===== config.mk =====
export PLATFORM = sky130hd
export DESIGN_NAME = sum_accumulator
export DESIGN_NICKNAME = d
export VERILOG_FILES = /design/src/rtl/sum_accumulator.sv
export SDC_FILE = /design/constraint.sdc
export NUM_CORES = 1
export LEC_CHECK = 0
export BUFFER_PORTS_ARGS = -buffer_cell sky130_fd_sc_hd__buf_2
export CORE_MARGIN = 5
export CORE_UTILIZATION = 31
export DETAILED_ROUTE_END_ITERATION = 7
export PLACE_DENSITY_LB_ADDON = 0.3
export RECOVER_POWER = 100
export SETUP_SLACK_MARGIN = 0.15
export SLEW_MARGIN = 20
export SYNTH_ARGS = -nofsm -noshare
export SYNTH_HDL_FRONTEND = slang
export SYNTH_SLANG_ARGS = --single-unit

===== constraint.sdc =====
create_clock -name clk -period 1.6 [get_ports clk]
set_clock_uncertainty 0.05 [all_clocks]
set_input_delay 0.24 -clock clk [delete_from_list [all_inputs] [get_ports clk]]
set_output_delay 0.24 -clock clk [all_outputs]
set_load 0.05 [all_outputs]

===== src/rtl/sum_accumulator.sv =====
// sum_accumulator
//   Sums BURST consecutive 5-bit adder results ({carry,sum0,sum1,sum2,sum3})
//   into a 7-bit total and presents the total to a downstream consumer.
//
//   Parameter:
//     BURST      number of samples summed per burst (legal range 1..8)
//
//   Ports:
//     clk        rising-edge clock
//     rst_n      asynchronous active-low reset
//     clear      synchronous abort, returns to IDLE and zeroes all state
//     in_valid   upstream sample present
//     sum0..sum3 adder sum bits, sum0 is the MSB (weight 8), sum3 the LSB
//     carry      adder carry out (weight 16)
//     in_ready   block accepts a sample this cycle
//     out_ready  downstream accepts the burst total
//     out_valid  acc holds a completed burst total
//     acc        running / final total
//     count      samples accepted in the current burst minus one (mod 8)
//     overflow   sticky: true total exceeded 127 during the current burst
//     fsm_state  current FSM state (debug visibility)
//
//   Handshake: a sample transfers on a rising clk edge iff in_valid and
//   in_ready are both 1; the burst total transfers on a rising edge iff
//   out_valid and out_ready are both 1. in_ready depends only on state, never
//   on in_valid, so there is no combinational path from the inputs to it.
//
//   Build option: define ACC_SATURATE_EN to clamp acc at 127 on overflow;
//   otherwise acc wraps modulo 128. overflow is set in both builds.

module sum_accumulator #(
  parameter int BURST = 4
) (
  input  logic       clk,
  input  logic       rst_n,
  input  logic       clear,
  input  logic       in_valid,
  input  logic       sum0,
  input  logic       sum1,
  input  logic       sum2,
  input  logic       sum3,
  input  logic       carry,
  output logic       in_ready,
  input  logic       out_ready,
  output logic       out_valid,
  output logic [6:0] acc,
  output logic [2:0] count,
  output logic       overflow,
  output logic [1:0] fsm_state
);

  typedef enum logic [1:0] {
    IDLE  = 2'd0,
    ACCUM = 2'd1,
    DONE  = 2'd2
  } state_t;

  // count value held once the burst's last sample has been taken
  localparam logic [2:0] LAST_CNT = 3'(BURST - 1);

  state_t     state, state_nxt;
  logic [6:0] acc_nxt;
  logic [2:0] count_nxt;
  logic       overflow_nxt;
  logic [4:0] sample;
  logic [7:0] sum8;
  logic       accept;

  assign sample    = {carry, sum0, sum1, sum2, sum3};
  assign in_ready  = (state != DONE);
  assign out_valid = (state == DONE);
  assign accept    = in_valid && in_ready;
  assign fsm_state = state;

  // one extra bit so the true total is visible for overflow detection
  assign sum8 = {1'b0, acc} + {3'b000, sample};

  always_comb begin
    state_nxt    = state;
    acc_nxt      = acc;
    count_nxt    = count;
    overflow_nxt = overflow;
    if (clear) begin
      state_nxt    = IDLE;
      acc_nxt      = '0;
      count_nxt    = '0;
      overflow_nxt = 1'b0;
    end else begin
      case (state)
        IDLE: begin
          if (accept) begin
            acc_nxt      = {2'b00, sample};
            count_nxt    = '0;
            overflow_nxt = 1'b0;
            state_nxt    = (BURST == 1) ? DONE : ACCUM;
          end
        end
        ACCUM: begin
          if (accept) begin
            count_nxt    = count + 3'd1;
            overflow_nxt = overflow | sum8[7];
`ifdef ACC_SATURATE_EN
            // once clamped, later adds also exceed 127 so acc stays at 127
            acc_nxt      = sum8[7] ? 7'd127 : sum8[6:0];
`else
            acc_nxt      = sum8[6:0];
`endif
            if (count_nxt == LAST_CNT) begin
              state_nxt = DONE;
            end
          end
        end
        DONE: begin
          // results stay visible in IDLE until the next burst starts
          if (out_ready) begin
            state_nxt = IDLE;
          end
        end
        default: begin
          state_nxt = IDLE;
        end
      endcase
    end
  end

  always_ff @(posedge clk or negedge rst_n) begin
    if (!rst_n) begin
      state    <= IDLE;
      acc      <= '0;
      count    <= '0;
      overflow <= 1'b0;
    end else begin
      state    <= state_nxt;
      acc      <= acc_nxt;
      count    <= count_nxt;
      overflow <= overflow_nxt;
    end
  end

endmodule


==> flow_metrics.py <==
metrics = {
    "cts": {
        "htreeDepth": 1,
        "cts_buffers": 3,
        "cts.clk_slew.worst_paths_ps": 90,
        "clock_path_buffers": 2,
        "root_buffer": "clkbuf_4",
        "cts_sinks": 13,
        "cts_tree": "built",
        "clkLatencyLatePin_ps": 280,
    },
    "floorplan": {
        "die_area_um2": 4050,
        "die_h_um": 63.6,
        "core_um2": 2760,
        "rows": 19,
        "fp.dieW_um": 63.6,
        "initial_core_util_pct": 32.3,
        "pin_count": 25,
    },
    "worst_setup_path": {
        "timing.rr.end": "acc[6]",
        "arrival_ps": 1800,
        "cp_max_fo": 3,
        "startpoint": "acc[0]",
        "regToRegSetupSlack_ps": -100,
        "worstSetupStartpointType": "register",
        "worstSetupEndpointType": "register",
        "r2r-start": "acc[0]",
        "reg2reg_depth": 6,
        "endpoint": "acc[6]",
        "worstSetupPathType": "reg2reg",
        "worstPathRequired_ps": 1710,
    },
    "global_route": {
        "grt_pass1_wl_um": 4080,
        "grt_pass1_vias": 846,
        "grt.total_usage_pct": 12.3,
        "globalRoute.totalOverflow": 0,
        "antenna_found_initial": 0,
        "grt_max_degree": 14,
    },
    "flow_run": {
        "maxCapViolCount": 0,
    },
    "route": {
        "drtIter0Drc": 35,
        "vias": 833,
        "dr.pass1.iters": 4,
        "final_antenna_net_count": 0,
        "wl_um": 2330,
        "drcViolationCount": 0,
        "wire_per_inst_um": 14.8,
        "vias_per_cell": 5.27,
    },
    "synth": {
        "synth_seq_cells": 13,
        "synth_top_area_cell": "dfrtp_1",
        "ys_seq_area_share_pct": 36.5,
        "synth.area.top_cells": "dfrtp_1 37%, ha_1 9.8%, nor2_1 4.6%, a211oi_1 4.2%, a21oi_1 3.4%",
        "async_flop_share_pct": 100,
        "synth_area_um2": 891,
        "synth-edff-count": 0,
        "syn_inst": 91,
        "synth_cell_type_count": 34,
        "syn_avg_cell_area_um2": 9.79,
        "ys_warn_count": 0,
        "synth_ff_type": "dfrtp_1",
        "synth.most_common_cell": "dfrtp_1",
        "synth_common_cells": "13 x dfrtp_1, 11 x nor2_1, 7 x ha_1, 6 x a21oi_1, 6 x o21ai_0",
        "synth_top_area_share_pct": 36.5,
        "synth_nets": 109,
    },
    "timing": {
        "holdWs_ps": 195,
        "final.setup.worst_slack_ps": -96.1,
        "final.period_utilization_pct": 106,
        "max_slew_margin_pct": 49.0,
        "min_period_ps": 1700,
        "worst_slew_pin_slew_ps": 765,
        "finalHoldViolations": 0,
        "fmax_mhz": 590,
        "setup_viol": 4,
        "rsz0062_at_grt": "true",
        "drv_slew": 0,
    },
    "finish": {
        "final_cell_area_um2": 1260,
        "multi_input_area_um2": 637,
        "n_antenna_cell": 0,
        "register_area_um2": 337,
        "area_delta_synth_final_pct": 41.4,
        "nNetsFinal": 146,
        "fillers": 290,
        "layout-drive-gt1-share_pct": 46.5,
    },
    "power_and_ir_drop": {
        "power.total_mw": 0.868,
        "p_leak_nw": 0.554,
        "pwr_density_cell_nw_per_um2": 689,
        "vdd_drop_max_mv": 0.457,
    },
    "min_path": {
        "holdCritStartpoint": "out_ready",
        "holdCritPathClass": "in2reg",
    },
    "placed_design": {
        "portBuffers": 24,
        "place_hpwl_um": 1810,
        "place_congestion": 0.815,
        "dpl_cell_area_um2": 1190,
    },
    "outcome": {
        "outcome": "complete, but fails checks",
        "violations": "negative setup slack",
    },
}
## worst min path at each step
stage	depth (start not counted)	slack (ps)	endpoint
after floorplan	0	-110	acc[0]
after global routing	4	200	fsm_state[1]
after detailed placement	1	100	acc[0]
final	4	200	fsm_state[1]
after CTS	4	180	fsm_state[1]
after global placement	1	110	count[2]
## registers in the layout, indices dropped and copies added, names as in the netlist
| signal | flops |
|---|---|
| overflow | 1 |
| count | 3 |
| fsm_state | 2 |
| acc | 7 |
## metrics by stage
stage | util [%] | worst slack, ps | std cells | TNS, ps
6_report | 45.7 | -96.1 | 158 | -221
3_3_place_gp | 43.2 | -58.2 | 151 | -142
4_1_cts | 46.7 | -111 | 158 | -252
3_5_place_dp | 43.2 | -120 | 151 | -371
2_1_floorplan | - | -180 | 91 | -378
5_1_grt | 45.7 | -219 | 158 | -711
## critical path: stages (launching register included)
cell,delay [ps]
dfrtp_2,430
ha_4,170
fa_2,360
a211oi_2,220
nor2_2,90
o211ai_1,160
nand3_1,100
## layer usage
layer | GRT usage (%) | routed length (µm) | vias up
met5 | 0 | 0 | -
met4 | 1.56 | 0 | 0
met3 | 4.09 | 162 | 0
met2 | 18.9 | 1060 | 28
met1 | 17.2 | 1110 | 394
li1 | - | - | 411
## cells by family after synthesis
| group | synth area share (%) |
|---|---|
| compound gates | 23.3 |
| xor+xnor | 2.95 |
| fa+ha+maj | 12.1 |
| buf+inv | 1.83 |
| flops | 36.5 |
| mux | 2.25 |
| simple gates | 21.1 |
## power breakdown
| part | switching (mW) | internal [mW] | total [mW] |
|---|---|---|---|
| clock network | 0.112 | 0.0966 | 0.209 |
| registers | 0.0179 | 0.345 | 0.363 |
| logic | 0.173 | 0.123 | 0.296 |
## placed cells by master, fill, tap and decap left out, drive strengths merged, types with 2 or more instances in the layout
| master | Yosys | layout |
|---|---|---|
| nor2 | 12 | 12 |
| and2b | 2 | 2 |
| a21oi | 6 | 6 |
| dfrtp | 13 | 13 |
| a211oi | 6 | 6 |
| mux2i | 2 | 2 |
| ha | 7 | 7 |
| buf | 1 | 17 |
| inv | 3 | 2 |
| o21ai | 8 | 8 |
| nand4bb | 2 | 2 |
| nor3b | 3 | 3 |
| nand2b | 2 | 2 |
| clkbuf | 0 | 19 |
| xnor2 | 2 | 2 |
| o211ai | 2 | 2 |
| a21o | 2 | 2 |
| nand2 | 5 | 5 |
| nand3 | 2 | 2 |
## cell type report
cell class	count	share of cell area, %
clock buffers	4	2.09
inverters	3	1.19
multi-input cells	74	50.5
flip-flops and latches	13	26.7
well taps	31	3.08
repair buffers	33	16.4
## timing repair
action	4_1_cts	5_1_grt
hold buffers	1	0
setup endpoints to repair	8	9
buffers inserted	2	0
pin swaps	10	2
cloned	0	0
resized for setup	7	2
hold endpoints to repair	13	0
Power figures use the tool's default switching activity.
